File: src/rtl/turbo_iteration_controller_if.sv
// Frame, SISO-launch and decision signals of the turbo iteration controller.
// master = controller side, slave = frame source, SISO and decision sink.
interface turbo_iteration_controller_if #(
    parameter int N        = 10,
    parameter int MAX_ITER = 8
);
    localparam int IW = $clog2(MAX_ITER + 1);

    logic          in_valid;
    logic          in_ready;
    logic          siso_in_valid;
    logic          siso_half_iter;
    logic          ext_sel;
    logic          siso_out_valid;
    logic [N-1:0]  siso_result;
    logic          out_valid;
    logic          out_ready;
    logic [N-1:0]  out_bits;
    logic [IW-1:0] out_iters;
    logic          out_early;
    logic          out_timeout;

    modport master (
        input  in_valid, siso_out_valid, siso_result, out_ready,
        output in_ready, siso_in_valid, siso_half_iter, ext_sel,
        output out_valid, out_bits, out_iters, out_early, out_timeout
    );

    modport slave (
        output in_valid, siso_out_valid, siso_result, out_ready,
        input  in_ready, siso_in_valid, siso_half_iter, ext_sel,
        input  out_valid, out_bits, out_iters, out_early, out_timeout
    );
endinterface

File: src/rtl/turbo_iteration_controller.sv
// Sequences SISO half-iterations for one turbo frame, stopping on the
// iteration limit, on unchanged hard decisions, or on a SISO timeout.
module turbo_iteration_controller #(
    parameter int N          = 10,
    parameter int MAX_ITER   = 8,
    parameter int TIMEOUT    = 512,
    parameter bit EARLY_STOP = 1'b1
) (
    input  logic clk,
    input  logic rstn,
    turbo_iteration_controller_if.master bus
);
    localparam int IW = $clog2(MAX_ITER + 1);
    localparam int TW = $clog2(TIMEOUT);
    localparam logic [IW-1:0] ITER_LAST  = IW'(MAX_ITER - 1);
    localparam logic [TW-1:0] TIMER_LOAD = TW'(TIMEOUT - 1);

    typedef enum logic [2:0] {
        S_IDLE,
        S_LAUNCH,
        S_WAIT,
        S_CHECK,
        S_DONE
    } state_e;

    state_e        state_q, state_d;
    logic          half_q, half_d;
    logic          ext_sel_q, ext_sel_d;
    logic [IW-1:0] iter_q, iter_d;
    logic [TW-1:0] timer_q, timer_d;
    logic [N-1:0]  prev_bits_q, prev_bits_d;
    logic [N-1:0]  cur_bits_q, cur_bits_d;
    logic          early_q, early_d;
    logic          timeout_q, timeout_d;

    logic          repeat_hit;

    // iter_q counts completed full iterations; the first one has no
    // predecessor to compare against.
    assign repeat_hit = EARLY_STOP && (iter_q != '0)
                        && (cur_bits_q == prev_bits_q);

    always_comb begin
        state_d     = state_q;
        half_d      = half_q;
        ext_sel_d   = ext_sel_q;
        iter_d      = iter_q;
        timer_d     = timer_q;
        prev_bits_d = prev_bits_q;
        cur_bits_d  = cur_bits_q;
        early_d     = early_q;
        timeout_d   = timeout_q;
        unique case (state_q)
            S_IDLE: begin
                if (bus.in_valid) begin
                    state_d     = S_LAUNCH;
                    half_d      = 1'b0;
                    ext_sel_d   = 1'b0;
                    iter_d      = '0;
                    prev_bits_d = '0;
                    cur_bits_d  = '0;
                    early_d     = 1'b0;
                    timeout_d   = 1'b0;
                end
            end
            S_LAUNCH: begin
                timer_d = TIMER_LOAD;
                state_d = S_WAIT;
            end
            S_WAIT: begin
                if (bus.siso_out_valid) begin
                    state_d = S_CHECK;
                    if (half_q) cur_bits_d = bus.siso_result;
                end else if (timer_q == '0) begin
                    state_d   = S_DONE;
                    timeout_d = 1'b1;
                end else begin
                    timer_d = timer_q - TW'(1);
                end
            end
            S_CHECK: begin
                if (!half_q) begin
                    half_d    = 1'b1;
                    ext_sel_d = 1'b1;
                    state_d   = S_LAUNCH;
                end else begin
                    iter_d      = iter_q + IW'(1);
                    prev_bits_d = cur_bits_q;
                    if (repeat_hit) begin
                        state_d = S_DONE;
                        early_d = 1'b1;
                    end else if (iter_q == ITER_LAST) begin
                        state_d = S_DONE;
                    end else begin
                        half_d  = 1'b0;
                        state_d = S_LAUNCH;
                    end
                end
            end
            S_DONE: begin
                if (bus.out_ready) state_d = S_IDLE;
            end
            default: state_d = S_IDLE;
        endcase
    end

    always_ff @(posedge clk or negedge rstn) begin
        if (!rstn) begin
            state_q     <= S_IDLE;
            half_q      <= 1'b0;
            ext_sel_q   <= 1'b0;
            iter_q      <= '0;
            timer_q     <= '0;
            prev_bits_q <= '0;
            cur_bits_q  <= '0;
            early_q     <= 1'b0;
            timeout_q   <= 1'b0;
        end else begin
            state_q     <= state_d;
            half_q      <= half_d;
            ext_sel_q   <= ext_sel_d;
            iter_q      <= iter_d;
            timer_q     <= timer_d;
            prev_bits_q <= prev_bits_d;
            cur_bits_q  <= cur_bits_d;
            early_q     <= early_d;
            timeout_q   <= timeout_d;
        end
    end

    logic done;
    assign done = (state_q == S_DONE);

    assign bus.in_ready       = (state_q == S_IDLE);
    assign bus.siso_in_valid  = (state_q == S_LAUNCH);
    assign bus.siso_half_iter = half_q;
    assign bus.ext_sel        = ext_sel_q;
    assign bus.out_valid      = done;
    // Result fields read as zero outside DONE so stale frames never leak.
    assign bus.out_bits       = done ? cur_bits_q : '0;
    assign bus.out_iters      = done ? iter_q : '0;
    assign bus.out_early      = done & early_q;
    assign bus.out_timeout    = done & timeout_q;
endmodule

File: src/flat_wrapper.sv
// flat-port wrapper written by rule: the top's interface ports become plain ports
module turbo_iteration_controller_flat 
#(
    parameter int N          = 10,
    parameter int MAX_ITER   = 8,
    parameter int TIMEOUT    = 512,
    parameter bit EARLY_STOP = 1'b1
)
  (clk, rstn, bus_in_valid, bus_siso_out_valid, bus_siso_result, bus_out_ready, bus_in_ready, bus_siso_in_valid, bus_siso_half_iter, bus_ext_sel, bus_out_valid, bus_out_bits, bus_out_iters, bus_out_early, bus_out_timeout);
  turbo_iteration_controller_if #(.N(N), .MAX_ITER(MAX_ITER)) bus_i ();
  input  logic clk;
  input  logic rstn;
  input wire logic [$bits(bus_i.in_valid)-1:0] bus_in_valid;
  input wire logic [$bits(bus_i.siso_out_valid)-1:0] bus_siso_out_valid;
  input wire logic [$bits(bus_i.siso_result)-1:0] bus_siso_result;
  input wire logic [$bits(bus_i.out_ready)-1:0] bus_out_ready;
  output wire logic [$bits(bus_i.in_ready)-1:0] bus_in_ready;
  output wire logic [$bits(bus_i.siso_in_valid)-1:0] bus_siso_in_valid;
  output wire logic [$bits(bus_i.siso_half_iter)-1:0] bus_siso_half_iter;
  output wire logic [$bits(bus_i.ext_sel)-1:0] bus_ext_sel;
  output wire logic [$bits(bus_i.out_valid)-1:0] bus_out_valid;
  output wire logic [$bits(bus_i.out_bits)-1:0] bus_out_bits;
  output wire logic [$bits(bus_i.out_iters)-1:0] bus_out_iters;
  output wire logic [$bits(bus_i.out_early)-1:0] bus_out_early;
  output wire logic [$bits(bus_i.out_timeout)-1:0] bus_out_timeout;
  assign bus_i.in_valid = bus_in_valid;
  assign bus_i.siso_out_valid = bus_siso_out_valid;
  assign bus_i.siso_result = bus_siso_result;
  assign bus_i.out_ready = bus_out_ready;
  assign bus_in_ready = bus_i.in_ready;
  assign bus_siso_in_valid = bus_i.siso_in_valid;
  assign bus_siso_half_iter = bus_i.siso_half_iter;
  assign bus_ext_sel = bus_i.ext_sel;
  assign bus_out_valid = bus_i.out_valid;
  assign bus_out_bits = bus_i.out_bits;
  assign bus_out_iters = bus_i.out_iters;
  assign bus_out_early = bus_i.out_early;
  assign bus_out_timeout = bus_i.out_timeout;
  turbo_iteration_controller #(.N(N), .MAX_ITER(MAX_ITER), .TIMEOUT(TIMEOUT), .EARLY_STOP(EARLY_STOP)) u_core (.clk(clk), .rstn(rstn), .bus(bus_i));
endmodule
File: config.mk
export PLATFORM = sky130hd
export DESIGN_NAME = turbo_iteration_controller_flat
export DESIGN_NICKNAME = d
export VERILOG_FILES = /design/src/rtl/turbo_iteration_controller_if.sv /design/src/rtl/turbo_iteration_controller.sv /design/src/flat_wrapper.sv
export SDC_FILE = /design/constraint.sdc
export NUM_CORES = 1
export LEC_CHECK = 0
export ABC_AREA = 0
export BUFFER_PORTS_ARGS = -buffer_cell sky130_fd_sc_hd__buf_4
export CORE_UTILIZATION = 30
export CTS_BUF_LIST = sky130_fd_sc_hd__clkbuf_16
export DETAILED_ROUTE_END_ITERATION = 10
export PLACE_DENSITY = 0.51
export REMOVE_ABC_BUFFERS = 1
export SLEW_MARGIN = 10
export SYNTH_ARGS = -nofsm -noshare
export SYNTH_HDL_FRONTEND = slang
export SYNTH_SLANG_ARGS = --single-unit
File: constraint.sdc
create_clock -name clk -period 2.6 [get_ports clk]
set_clock_uncertainty 0.2 [all_clocks]
set_input_delay 0.26 -clock clk [delete_from_list [all_inputs] [get_ports clk]]
set_output_delay 0.26 -clock clk [all_outputs]
set_load 0.01 [all_outputs]
==> impl_metrics.toml <==
[pwr]
power_leakage_uw = 0.001223
comb_power_share = 0.328
ir_drop_mv = 0.2949
p_sw_uw = 894.0
power_density_nw_per_um2 = 1001
p_int_uw = 1722
clkPwrFrac = 0.300
switching_share = 0.3417
power_frac_seq = 0.373

[timing]
drv_slew = 0
rsz0062_at_grt = "no"
period_minus_slack_ps = 2238
slew_headroom = 0.6595
worstMarginPinSlew_ps = 510.8
fmax_ghz = 0.4469
final_hold_viol_count = 0
fin_crit_sh = 0.8607
setup_tns_ps = 0
setup_viol = 0

[worst_setup_path]
cp_common_cell = "buf_4"
crit_type = "reg2out"
max_stage_delay_ps = 570
startpoint = "u_core.state_q[2]"
r2r-start = "u_core.timer_q[0]"
worstPathArrival_ps = 1780
cp_data_required_time_ps = 2140
start_kind = "flip-flop"
cp_cell_sequence = "nor3b_2 -> buf_4 -> and2_1 -> buf_4"
worst_setup_path_end_kind = "output port"
critPathSlowestCell = "dfrtp_1"
crit_fanout = 15

[global_route]
grt_pass1_wl_mm = 7.948
grtUsageTotal = 0.1404
grt_overflow_total = 0
grt_pass1_vias = 1665
grt_start_max_net_pins = 41
antenna_found_initial = 0

[clock_network]
cts_buffer_depth = 2
clock_latency_ps = 280
htreeDepth = 2
cts.reportedPaths.clkPinSlew_ps = 60
cts_made_buffers = 5
cts_root_buf = "clkbuf_16"
cts_tree = "built"
clock-sinks = 40

[route]
vias_per_cell = 5.000
firstDrtPassIters = 9
drt_iter0_drc = 45
drc = 3
routed_wl_mm = 4.571
drtAntennaViolNets = 0
num_vias = 1615
routedWlPerCell_um = 14.15

[outcome]
violations = "design-rule violations"
outcome = "finished, violations left"

[synth]
synth_edf_count = 0
synth_ff_type = "dfrtp_1"
ys_ff_latch = 40
yosysWarnings = 0
syn_area_um2 = 2058
synth_cell_types = 45
ys_seq_area_frac = 0.4863
postSynth.asyncResetShare = 1.000
syn_inst = 207
synth.avg_cell_area_um2 = 9.943

[floorplan]
core_um2 = 6495
num_rows = 29
num_io_pins = 36
initial_core_util = 0.3169
fp.dieH_um = 84.83
fp.dieArea_um2 = 7196
fp.dieW_um = 84.83

[placement]
dp_cells = 315
routabilityCongestion = 0.8129
port-buffer-count = 35
dp_hpwl_mm = 3.139

[cells_and_area]
drive_gt1_frac = 0.2317
stdcell_count = 323
fin_nets = 264
syn_to_final_growth_pct = 26.99
n_antenna_cell = 0

[hold_path]
hold_class = "in2reg"
worstHoldStart = "bus_siso_result[8]"

[run]
maxCapViolations = 0
==> per-stage QoR <==
| step | setup WS (ps) | util | area (um^2) | hold slack [ps] | power, uW |
|---|---|---|---|---|---|
| 2_1_floorplan | 127.8 | - | 2007 | -235.6 | 1496 |
| 3_3_place_gp | 493.0 | 0.3724 | 2419 | 78.78 | 1847 |
| 3_5_place_dp | 480.5 | 0.3724 | 2419 | 75.51 | 1848 |
| 4_1_cts | 320.0 | 0.4024 | 2614 | 10.33 | 2645 |
| 5_1_grt | 222.2 | 0.4024 | 2614 | 23.32 | 2806 |
| 6_report | 362.2 | 0.4024 | 2614 | 13.99 | 2616 |
==> cells in the mapped netlist, drive strengths merged, types with 4 or more instances <==
cell | count | area share
buf | 4 | 0.012
nor3 | 8 | 0.019
a21oi | 4 | 0.0097
clkbuf | 7 | 0.013
nand2 | 27 | 0.049
dfrtp | 40 | 0.49
o21ai | 16 | 0.039
a22o | 11 | 0.047
nor2 | 9 | 0.016
inv | 7 | 0.013
and2 | 18 | 0.055
a31oi | 5 | 0.015
xor2 | 12 | 0.051
==> layout by cell type, fill, tap and decap left out, types with 6 or more instances in the layout <==
cell	count
inv_1	6
nor2_1	9
nor3_1	8
a22o_1	11
buf_4	42
o21ai_1	14
xor2_1	12
and2_1	18
nand2_1	27
dfrtp_1	40
==> power by group through the flow <==
stage / logic, uW / clock network [uW] / registers, uW
after global routing: 974 / 829 / 1000
after floorplan: 553 / 0 / 944
after global placement: 866 / 0 / 981
after detailed placement: 866 / 0 / 982
after CTS: 870 / 802 / 973
final: 857 / 784 / 975
==> layout make-up <==
class / instances / area [um^2]
clock inverters: 2 / 60.06
well taps: 77 / 96.34
clock buffers: 5 / 125.1
multi-input cells: 149 / 979.7
fillers: 645 / 3881
repair buffers: 43 / 325.3
flip-flops and latches: 40 / 1001
inverters: 7 / 26.28
==> sequential cells by signal (all words and copies together) (netlist names) <==
register                   flops
u_core.timer_q                 9
u_core.cur_bits_q             10
u_core.timeout_q               1
u_core.state_q                 3
u_core.bus.siso_half_iter      1
u_core.bus.ext_sel             1
u_core.iter_q                  4
u_core.early_q                 1
u_core.prev_bits_q            10
==> critical path: cells and delay by family (launching register included) <==
family	cells	cell delay (ps)
and+or+nand+nor	2	560
buffers and inverters	2	370
DFF	1	570
==> path summary, 6_finish.rpt <==
path,endpoint,slack (ps),cells after the start
min in group asynchronous,u_core.timer_q[5],290,2
hold reg to reg,u_core.bus.ext_sel,280,1
setup / recovery,bus_out_bits[6],360,4
max in group asynchronous,u_core.bus.siso_half_iter,1550,2
hold / removal,u_core.cur_bits_q[8],10,3
setup reg to reg,u_core.state_q[2],470,6
==> routing by layer <==
| metal | GRT usage | routed length (um) | up-vias |
|---|---|---|---|
| met2 | 0.2239 | 2085 | 25 |
| li1 | - | - | 808 |
| met3 | 0.03210 | 136 | 2 |
| met4 | 0.05085 | 40 | 0 |
| met5 | 0 | 0 | - |
| met1 | 0.1876 | 2308 | 780 |
==> kinds of logic after synthesis <==
kind of cell / Yosys count / synth area share
simple gates: 87 / 0.2432
compound gates: 45 / 0.1538
flops: 40 / 0.4863
buf+inv: 18 / 0.03769
xor+xnor: 12 / 0.05106
fa+ha+maj: 3 / 0.01824
mux: 2 / 0.009727
==> timing repair <==
item                      CTS  global route
buffers inserted            0             0
hold endpoints to repair   40             0
resized for setup           0             0
hold buffers                1             0
Note: power is estimated with default switching activity, not from simulation.
